--- config.mk ---
export PLATFORM = sky130hd
export DESIGN_NAME = run_control_flat
export DESIGN_NICKNAME = d
export VERILOG_FILES = /design/src/rtl/run_control_pkg.sv /design/src/rtl/run_control_if.sv /design/src/rtl/run_control_reset_synchronizer.sv /design/src/rtl/run_control.sv /design/src/flat_wrapper.sv
export SDC_FILE = /design/constraint.sdc
export NUM_CORES = 1
export LEC_CHECK = 0
export ABC_AREA = 0
export ABC_CLOCK_PERIOD_IN_PS = 2900
export CAP_MARGIN = 20
export CORE_MARGIN = 4
export CORE_UTILIZATION = 40
export CTS_CLUSTER_SIZE = 10
export DETAILED_ROUTE_END_ITERATION = 8
export PLACE_DENSITY = 0.65
export REMOVE_ABC_BUFFERS = 1
export SLEW_MARGIN = 10
export SYNTH_ARGS = -nofsm -noshare
export SYNTH_HDL_FRONTEND = slang
export SYNTH_HIERARCHICAL = 1
export SYNTH_SLANG_ARGS = --single-unit
--- constraint.sdc ---
create_clock -name CLOCK -period 2.9 [get_ports CLOCK]
set_input_delay 0.87 -clock CLOCK [delete_from_list [all_inputs] [get_ports CLOCK]]
set_output_delay 0.87 -clock CLOCK [all_outputs]
set_load 0.01 [all_outputs]
--- src/rtl/run_control_pkg.sv ---
// run_control_pkg
//   Shared types for the run-control stage: the FSM state encoding that is
//   also exported on the STATE output, and its width.
package run_control_pkg;

    localparam int STATE_W = 3;

    typedef enum logic [STATE_W-1:0] {
        HOLD  = 3'd0,
        IDLE  = 3'd1,
        RUN   = 3'd2,
        PAUSE = 3'd3,
        STEP  = 3'd4,
        DONE  = 3'd5
    } run_state_t;

endpackage

--- src/rtl/run_control_if.sv ---
// run_control_if
//   Control/status bundle between a run-control stage and whatever drives it
//   (testbench, debug host).
//   master: drives RUN, HALT_REQ, STEP, HALTED_IN; observes the status outputs.
//   slave : the run-control stage; receives requests, drives CPU_RESET,
//           CPU_EN, STATE, CYCLE_COUNT, DONE, TIMEOUT.
interface run_control_if
    import run_control_pkg::*;
#(
    parameter int CYCLE_W = 32
) ();

    logic               RUN;
    logic               HALT_REQ;
    logic               STEP;
    logic               HALTED_IN;
    logic               CPU_RESET;
    logic               CPU_EN;
    logic [STATE_W-1:0] STATE;
    logic [CYCLE_W-1:0] CYCLE_COUNT;
    logic               DONE;
    logic               TIMEOUT;

    modport master (
        output RUN, HALT_REQ, STEP, HALTED_IN,
        input  CPU_RESET, CPU_EN, STATE, CYCLE_COUNT, DONE, TIMEOUT
    );

    modport slave (
        input  RUN, HALT_REQ, STEP, HALTED_IN,
        output CPU_RESET, CPU_EN, STATE, CYCLE_COUNT, DONE, TIMEOUT
    );

endinterface

--- src/rtl/run_control_reset_synchronizer.sv ---
// reset_synchronizer
//   Asynchronous-assert / synchronous-release reset synchronizer.
//   CLOCK      : destination clock.
//   RESET      : asynchronous active-high reset in.
//   RESET_SYNC : reset out; rises with RESET immediately, falls SYNC_STAGES
//                rising edges after RESET is released.
module reset_synchronizer #(
    parameter int SYNC_STAGES = 2
) (
    input  logic CLOCK,
    input  logic RESET,
    output logic RESET_SYNC
);

    logic [SYNC_STAGES-1:0] chain;

    // Zeros enter at bit 0 and walk toward the MSB, which is the output.
    always_ff @(posedge CLOCK or posedge RESET) begin
        if (RESET) begin
            chain <= '1;
        end else begin
            chain <= {chain[SYNC_STAGES-2:0], 1'b0};
        end
    end

    assign RESET_SYNC = chain[SYNC_STAGES-1];

endmodule

--- src/rtl/run_control.sv ---
// run_control
//   Run-control stage behind the clock generator. Converts the asynchronous
//   board reset into a synchronously released CPU reset and gates CPU
//   execution through a clock-enable (run / pause / single-step /
//   halt-detect / cycle-budget timeout). Counts enabled cycles.
//   CLOCK, RESET : clock and asynchronous active-high reset.
//   bus (slave)  : RUN, HALT_REQ, STEP, HALTED_IN in;
//                  CPU_RESET, CPU_EN, STATE, CYCLE_COUNT, DONE, TIMEOUT out.
module run_control
    import run_control_pkg::*;
#(
    parameter int SYNC_STAGES  = 2,
    parameter int RESET_CYCLES = 4,
    parameter int CYCLE_W      = 32,
    parameter int MAX_CYCLES   = 0
) (
    input  logic          CLOCK,
    input  logic          RESET,
    run_control_if.slave  bus
);

    localparam int               HOLD_W      = (RESET_CYCLES > 1) ? $clog2(RESET_CYCLES) : 1;
    localparam logic [HOLD_W-1:0]  HOLD_LAST   = HOLD_W'(RESET_CYCLES - 1);
    localparam logic [CYCLE_W-1:0] BUDGET_LAST = CYCLE_W'(MAX_CYCLES - 1);
    localparam logic [CYCLE_W-1:0] COUNT_MAX   = '1;

    run_state_t         state;
    run_state_t         next_state;
    logic               rst_sync;
    logic [HOLD_W-1:0]  hold_cnt;
    logic [CYCLE_W-1:0] cycle_cnt;
    logic               run_q;
    logic               timeout_q;
    logic               timeout_set;
    logic               cpu_en;
    logic               hold_done;
    logic               budget_hit;
    logic               run_rise;

    reset_synchronizer #(
        .SYNC_STAGES (SYNC_STAGES)
    ) u_sync (
        .CLOCK      (CLOCK),
        .RESET      (RESET),
        .RESET_SYNC (rst_sync)
    );

    // The hold count only starts once the synchronized reset has dropped.
    assign hold_done  = !rst_sync && (hold_cnt == HOLD_LAST);
    // Compared against the pre-increment count, so the final count lands
    // exactly on MAX_CYCLES.
    assign budget_hit = (MAX_CYCLES != 0) && (cycle_cnt == BUDGET_LAST);
    assign run_rise   = bus.RUN && !run_q;

    always_ff @(posedge CLOCK or posedge RESET) begin
        if (RESET) begin
            state <= HOLD;
        end else begin
            state <= next_state;
        end
    end

    always_comb begin
        next_state  = state;
        timeout_set = 1'b0;
        case (state)
            HOLD: begin
                if (hold_done) next_state = IDLE;
            end
            IDLE: begin
                if (bus.RUN)       next_state = RUN;
                else if (bus.STEP) next_state = STEP;
            end
            RUN: begin
                if (bus.HALTED_IN) begin
                    next_state = DONE;
                end else if (budget_hit) begin
                    next_state  = DONE;
                    timeout_set = 1'b1;
                end else if (bus.HALT_REQ || !bus.RUN) begin
                    next_state = PAUSE;
                end
            end
            PAUSE: begin
                // Only a fresh RUN edge resumes; a level held through
                // HALT_REQ keeps us paused.
                if (run_rise)      next_state = RUN;
                else if (bus.STEP) next_state = STEP;
            end
            STEP: begin
                if (bus.HALTED_IN) begin
                    next_state = DONE;
                end else if (budget_hit) begin
                    next_state  = DONE;
                    timeout_set = 1'b1;
                end else begin
                    next_state = PAUSE;
                end
            end
            DONE: begin
                next_state = DONE;
            end
            default: begin
                next_state = HOLD;
            end
        endcase
    end

    // Outputs decode the state register only; no input reaches them
    // combinationally.
    always_comb begin
        cpu_en          = (state == RUN) || (state == STEP);
        bus.CPU_EN      = cpu_en;
        bus.CPU_RESET   = (state == HOLD);
        bus.DONE        = (state == DONE);
        bus.TIMEOUT     = timeout_q;
        bus.STATE       = state;
        bus.CYCLE_COUNT = cycle_cnt;
    end

    always_ff @(posedge CLOCK or posedge RESET) begin
        if (RESET) begin
            hold_cnt  <= '0;
            cycle_cnt <= '0;
            run_q     <= 1'b0;
            timeout_q <= 1'b0;
        end else begin
            run_q <= bus.RUN;
            if ((state == HOLD) && !rst_sync) begin
                hold_cnt <= hold_cnt + 1'b1;
            end
            if (cpu_en && (cycle_cnt != COUNT_MAX)) begin
                cycle_cnt <= cycle_cnt + 1'b1;
            end
            if (timeout_set) begin
                timeout_q <= 1'b1;
            end
        end
    end

endmodule

--- src/flat_wrapper.sv ---
// flat-port wrapper written by rule: the top's interface ports become plain ports
module run_control_flat import run_control_pkg::*;
#(
    parameter int SYNC_STAGES  = 2,
    parameter int RESET_CYCLES = 4,
    parameter int CYCLE_W      = 32,
    parameter int MAX_CYCLES   = 0
)
  (CLOCK, RESET, bus_RUN, bus_HALT_REQ, bus_STEP, bus_HALTED_IN, bus_CPU_RESET, bus_CPU_EN, bus_STATE, bus_CYCLE_COUNT, bus_DONE, bus_TIMEOUT);
  run_control_if #(.CYCLE_W(CYCLE_W)) bus_i ();
  input  logic CLOCK;
  input  logic RESET;
  input wire logic [$bits(bus_i.RUN)-1:0] bus_RUN;
  input wire logic [$bits(bus_i.HALT_REQ)-1:0] bus_HALT_REQ;
  input wire logic [$bits(bus_i.STEP)-1:0] bus_STEP;
  input wire logic [$bits(bus_i.HALTED_IN)-1:0] bus_HALTED_IN;
  output wire logic [$bits(bus_i.CPU_RESET)-1:0] bus_CPU_RESET;
  output wire logic [$bits(bus_i.CPU_EN)-1:0] bus_CPU_EN;
  output wire logic [$bits(bus_i.STATE)-1:0] bus_STATE;
  output wire logic [$bits(bus_i.CYCLE_COUNT)-1:0] bus_CYCLE_COUNT;
  output wire logic [$bits(bus_i.DONE)-1:0] bus_DONE;
  output wire logic [$bits(bus_i.TIMEOUT)-1:0] bus_TIMEOUT;
  assign bus_i.RUN = bus_RUN;
  assign bus_i.HALT_REQ = bus_HALT_REQ;
  assign bus_i.STEP = bus_STEP;
  assign bus_i.HALTED_IN = bus_HALTED_IN;
  assign bus_CPU_RESET = bus_i.CPU_RESET;
  assign bus_CPU_EN = bus_i.CPU_EN;
  assign bus_STATE = bus_i.STATE;
  assign bus_CYCLE_COUNT = bus_i.CYCLE_COUNT;
  assign bus_DONE = bus_i.DONE;
  assign bus_TIMEOUT = bus_i.TIMEOUT;
  run_control #(.SYNC_STAGES(SYNC_STAGES), .RESET_CYCLES(RESET_CYCLES), .CYCLE_W(CYCLE_W), .MAX_CYCLES(MAX_CYCLES)) u_core (.CLOCK(CLOCK), .RESET(RESET), .bus(bus_i));
endmodule
## After elaboration in Yosys (flattened, before gate mapping)

Cells that the tools add are included.

- Reduce and logical (&&, ||, !) cells: 11
- Equality and inequality tests: 9
- Multiplexer cells: 8
- Add/subtract/negate cells: 2

Operators by type and width:

| cell | number |
|---|---|
| $add 32x1->32 const B | 1 |
| $ne 32x32->1 const B | 1 |
| $mux 3 | 7 |
| $pmux 3 s6 | 1 |
| $eq 3x2->1 const B | 2 |
| $eq 3x3->1 const B | 2 |
| $logic_and 1x1->1 | 4 |
| $eq 3x1->1 const B | 1 |
| $logic_not 1->1 | 3 |
| $logic_not 3->1 | 1 |
| $ne 3x2->1 const B | 1 |
| $add 2x1->2 const B | 1 |
| $eq 2x2->1 const B | 1 |
| $logic_or 1x1->1 | 2 |
| $ne 2x1->1 const B | 1 |
| $reduce_and 2->1 | 1 |

- Input port bits: 6
- Register bits: 40
- Logic and storage cells: 35
- Output and inout port bits: 39

## Logic depth before layout (Yosys ltp)

- Depth after elaboration: 5
- Gate-level depth with buffers: 8
- Depth with buffers taken out: 6

## By module

The synthesis kept the hierarchy.

Modules (own cells, without submodules):

| module | cells an instance | seq. area each (um2) | area each (um2) | instances |
|---|---|---|---|---|
| run_control | 191 | 950.9 | 2,004.4 | 1 |
| reset_synchronizer | 4 | 52.6 | 60.1 | 1 |

## Worst setup path before layout

Ideal clock, no wire load.

- Path type: reg2reg
- Start: reg u_core.cycle_cnt[0], in the netlist u_core/bus.CYCLE_COUNT[0]
- End: reg u_core.cycle_cnt[18], in the netlist u_core/bus.CYCLE_COUNT[18]
- Data arrival time: 2,135 ps
- Setup time: 132 ps
- Stages on the path, launching flop included: 9
- Clock period less this slack: 2,267 ps
- Required time: 2,768 ps
- Path slack: 633 ps
- Path buffers: 2
- Path through: dfrtp_1 ha_1 and4_1 buf_2 nand4_1 nor4_2 clkbuf_1 nor3_1 xor2_1

- Word-level cells in the longest chain between the ends: 2
- Elaborated cells on any way between the ends: 3
- Those cells by class: 1 x add/sub; 1 x eq/ne; 1 x reduce/logical

RTL lines:

| item | RTL line | RTL |
|---|---|---|
| start, declared | run_control.sv:31 | `logic [CYCLE_W-1:0] cycle_cnt;` |
| start signal, assigned | run_control.sv:133 | `cycle_cnt <= cycle_cnt + 1'b1;` |
| parallel branches: the longest is 2 deep, another holds $add 32x1->32 | -- |  |

Parallel ways; which one is timed is not known.
A chain may end at the register's enable or synchronous reset.

## Worst setup path after layout

- Start: reg u_core.state[0], in the netlist u_core/bus.STATE[0]
- End: out bus_DONE

- Word-level cells in the longest chain between the ends: 1

RTL lines:

| item | RTL line | RTL |
|---|---|---|
| start, declared | run_control.sv:27 | `run_state_t state;` |
| start signal, assigned | run_control.sv:59 | `state <= next_state;` |
| $eq 3x3->1 | run_control.sv:115 | `bus.DONE = (state == DONE);` |
| end, declared | flat_wrapper.sv:21 | `output wire logic [$bits(bus_i.DONE)-1:0] bus_DONE;` |

No other way between the ends.

==> impl_results.md <==
- Register area share after synthesis: a little under 50%
- Startpoint Class: register
- Placed cell area: ~2600 µm²
- Post-Synth Adder-Cell Area: 1.212%
- Final WL: around 4.5 mm
- Critical path class: register to output pin
- GRT Residual Overflow: 0
- Initial Util: a little over two fifths
- Worst EP arrival: approximately 1.7 ns
- Largest net degree at the start of global routing: 39
- Worst reg2reg endpoint: u_core/bus.CYCLE_COUNT[30]
- Clock latency at the later pin of the worst-skew pair: 0.29 ns
- Status: finished, final reports clean
- Switching Fraction: 32.78%
- Htree depth: 2
- Hold Slack: 0.3564 ns
- Maximum clock path buffer count: 2
- Final nets: about 250
- CORE AREA: 4848 µm²
- Clk pwr share: 22.9%
- Mean routed wirelength per cell: 14.59 µm
- Pre-antenna DRT Iters: 4
- Cell Rows: 25
- Worst hold path cell count: 0
- DRC violations left: 0
- Final hold violation count: 0
- RSZ-0062 raised after global routing: no
- Post-CTS sizing: 0
- Setup Fix Bufs, Post-CTS: 0
- CTS buffer count: 5
- Relative slew slack: about two thirds
- Worst-margin pin slew: 0.4986 ns
- IO Count: between 40 and 50
- Compound-Gate Fraction of Synth Area: roughly 4.0%
- Initial antenna violation count: 0
- Routability cong.: ~0.78
- Placed Cells: ~300
- Fin crit share: about nine tenths
- Overall Global Routing Usage: approximately 15%
- Sw power: about 0.54 mW
- Top cells by area, synth: dfrtp_1, xor2_1, nand4_1
- Worst setup EP type: output pin
- Clock root cell: clkbuf_8
- Hold buffers post-CTS: 0
- Post-Syn Area: about 2100 µm²
- Simple-gate share of the synthesized area: ~28%
- Drt first-iter violations: 96
- Hold Startpoint: u_core/u_sync/chain[0]
- Final HPWL DP: approximately 3.3 mm
- Yosys top cell by area: dfrtp_1
- Non-filler cells, final: around 310
- Die H: 79.84 µm
- Post-layout minimum cycle time: 2.567 ns
- ANT cells: 0
- Number of distinct library cells after synthesis: 38
- Reg2Reg Depth: 5
- Combinational group share of total power: about a third
- Die area: approximately 6400 µm²
- Hold Path End: u_core/u_sync/chain[1]
- Lkg Pwr: 1.215 nW
- Max-Cap Viols: 0
- Setup slack after placement: 0.5337 ns
- Post-synthesis cell count: about 200
- First-pass GRT wire length: 7.700 mm
- Via density: roughly 5.1
- Area Overhead vs Synth: 29.70%
- Mean post-synth cell area: 10.59 µm²
- Post-layout instance area: ~2700 µm²
- Synth warn: 6
- Layout Utilization: a little under three fifths
- Post-synthesis xor/xnor area fraction: approximately an eighth
- Die width: 79.84 µm
- Clock tree sinks: 40
- Detail Route Antenna Nets: 0
- Top cell type's share of synthesized area: a little under half
- CTS tree: yes
- Final setup slack of the worst path: around 0.33 ns
- Internal power: 1.117 mW
- Launching point of the worst reg2reg path: u_core/bus.CYCLE_COUNT[5]
- Final setup fails: 0
- Count of pins over their slew limit: 0
- Min-delay worst type: register to register
- #FFs+latches synth: 40
- Via count: 1580
- Seq pwr share: about 44%
- Main combinational cell family by area after synthesis: simple AND/OR/NAND/NOR gates
- I/O Buffers: 43
- Post-synthesis mux area share: around 2.2%
- Flop2flop setup slack: about 0.54 ns
- Vias in the first global route: ~1.6k
- Clock transition at the registers of the reported paths: about 0.070 ns
- Critical Path Fanout Max: 12
- Fmax: about 390 MHz
- Pwr dens: approximately 620 nW/µm²
- Maximum vdd drop: ~540 µV
- Share of layout cells above drive strength 1: a little over a tenth
- Clock skew: 0.006869 ns
- Worst EP required: 2.03 ns
worst max path at each step:
stage,from,endpoint,slack [ns]
detailed placement,u_core/bus.CYCLE_COUNT[5],u_core/bus.CYCLE_COUNT[30],0.53
global placement,u_core/bus.CYCLE_COUNT[6],u_core/bus.CYCLE_COUNT[18],0.57
CTS,u_core/bus.STATE[0],bus_DONE,0.29
global route,u_core/bus.STATE[0],bus_DONE,0.17
floorplan,u_core/bus.CYCLE_COUNT[0],u_core/bus.CYCLE_COUNT[17],-0.02
finish,u_core/bus.STATE[0],bus_DONE,0.33
Yosys cell counts:
library cell and count:
conb_1 2, nor3b_1 4, or3_1 2, inv_1 4
nand4_1 15, nand3_1 8, o21a_1 2, nor3_1 13
nor4_1 3, and3_1 4, buf_4 2, dfstp_2 2
nor4_4 2, a22oi_1 1, mux2_2 3, ha_1 2
nor4_2 2, o211ai_1 1, nand2b_1 2, buf_2 3
or4b_1 1, nand2_1 14, xnor2_1 4, o21ai_0 4
a21boi_0 1, o22ai_1 1, nand3b_1 3, mux2_1 1
buf_6 1, xor2_1 26, a221oi_1 1, a21oi_1 2
dfrtp_1 38, nor2_1 7, and4_1 4, clkbuf_1 3
and2_1 3, nor3_2 4
cell type report:
class | instances | area [µm²]
clock buffer | 8 | 90.09
multi-input combinational | 142 | 1002
timing repair buffer | 50 | 483.0
fill | 445 | 2171
tap | 67 | 83.83
sequential | 40 | 1003
inverter | 4 | 15.01
cells by family after synthesis:
logic type               Yosys count
adder cells (fa/ha/maj)            2
XOR/XNOR                          30
multiplexers                       4
other                              2
flip-flops                        40
AND/OR/NAND/NOR                   91
AO/OA/AOI/OAI                     13
buffers and inverters             13
cells in the final DEF, fill, tap and decap left out, types with 6 or more instances in the layout:
| cell type | count |
|---|---|
| nor2_1 | 7 |
| dfrtp_1 | 38 |
| xor2_1 | 26 |
| clkdlybuf4s50_1 | 43 |
| nand3_1 | 8 |
| nand4_1 | 15 |
| clkbuf_8 | 6 |
| nor3_1 | 13 |
| nand2_1 | 14 |
| buf_4 | 7 |
worst max-delay path, cell delays in order, from the launching register on:
cell and delay [ns]:
dfrtp_1 0.56, inv_1 0.10, nor3b_1 0.18, clkdlybuf4s50_1 0.56
stage by stage:
step                total power [mW]  setup TNS, ns
floorplan                     0.9997       -0.02257
global placement               1.282              0
detailed placement             1.284              0
CTS                            1.676              0
global route                   1.761              0
finish                         1.661              0
state kept, by name, summed over array words and instances, names as in the netlist:
name,cells
u_core/bus.CYCLE_COUNT,32
u_core/bus.STATE,3
u_core/hold_cnt,2
u_core/run_q,1
u_core/u_sync/chain,2
layer usage:
layer / global-route usage [%] / routed length (µm) / up-vias / part of all wire, %
met5: 0 / 0 / - / 0
met4: 6.081 / 78 / 0 / 1.7
met3: 3.612 / 203 / 7 / 4.5
met2: 22.45 / 2012 / 40 / 44
met1: 22.28 / 2245 / 742 / 49
li1: - / - / 791 / -
power by group through the flow:
| stage | Sequential, mW | Clock [mW] | Combinational [mW] |
|---|---|---|---|
| 2_1_floorplan | 0.771 | 0 | 0.229 |
| 3_3_place_gp | 0.745 | 0 | 0.537 |
| 3_5_place_dp | 0.745 | 0 | 0.539 |
| 4_1_cts | 0.736 | 0.395 | 0.545 |
| 5_1_grt | 0.751 | 0.421 | 0.589 |
| 6_report | 0.737 | 0.381 | 0.543 |
Note: power is estimated with default switching activity, not from simulation.
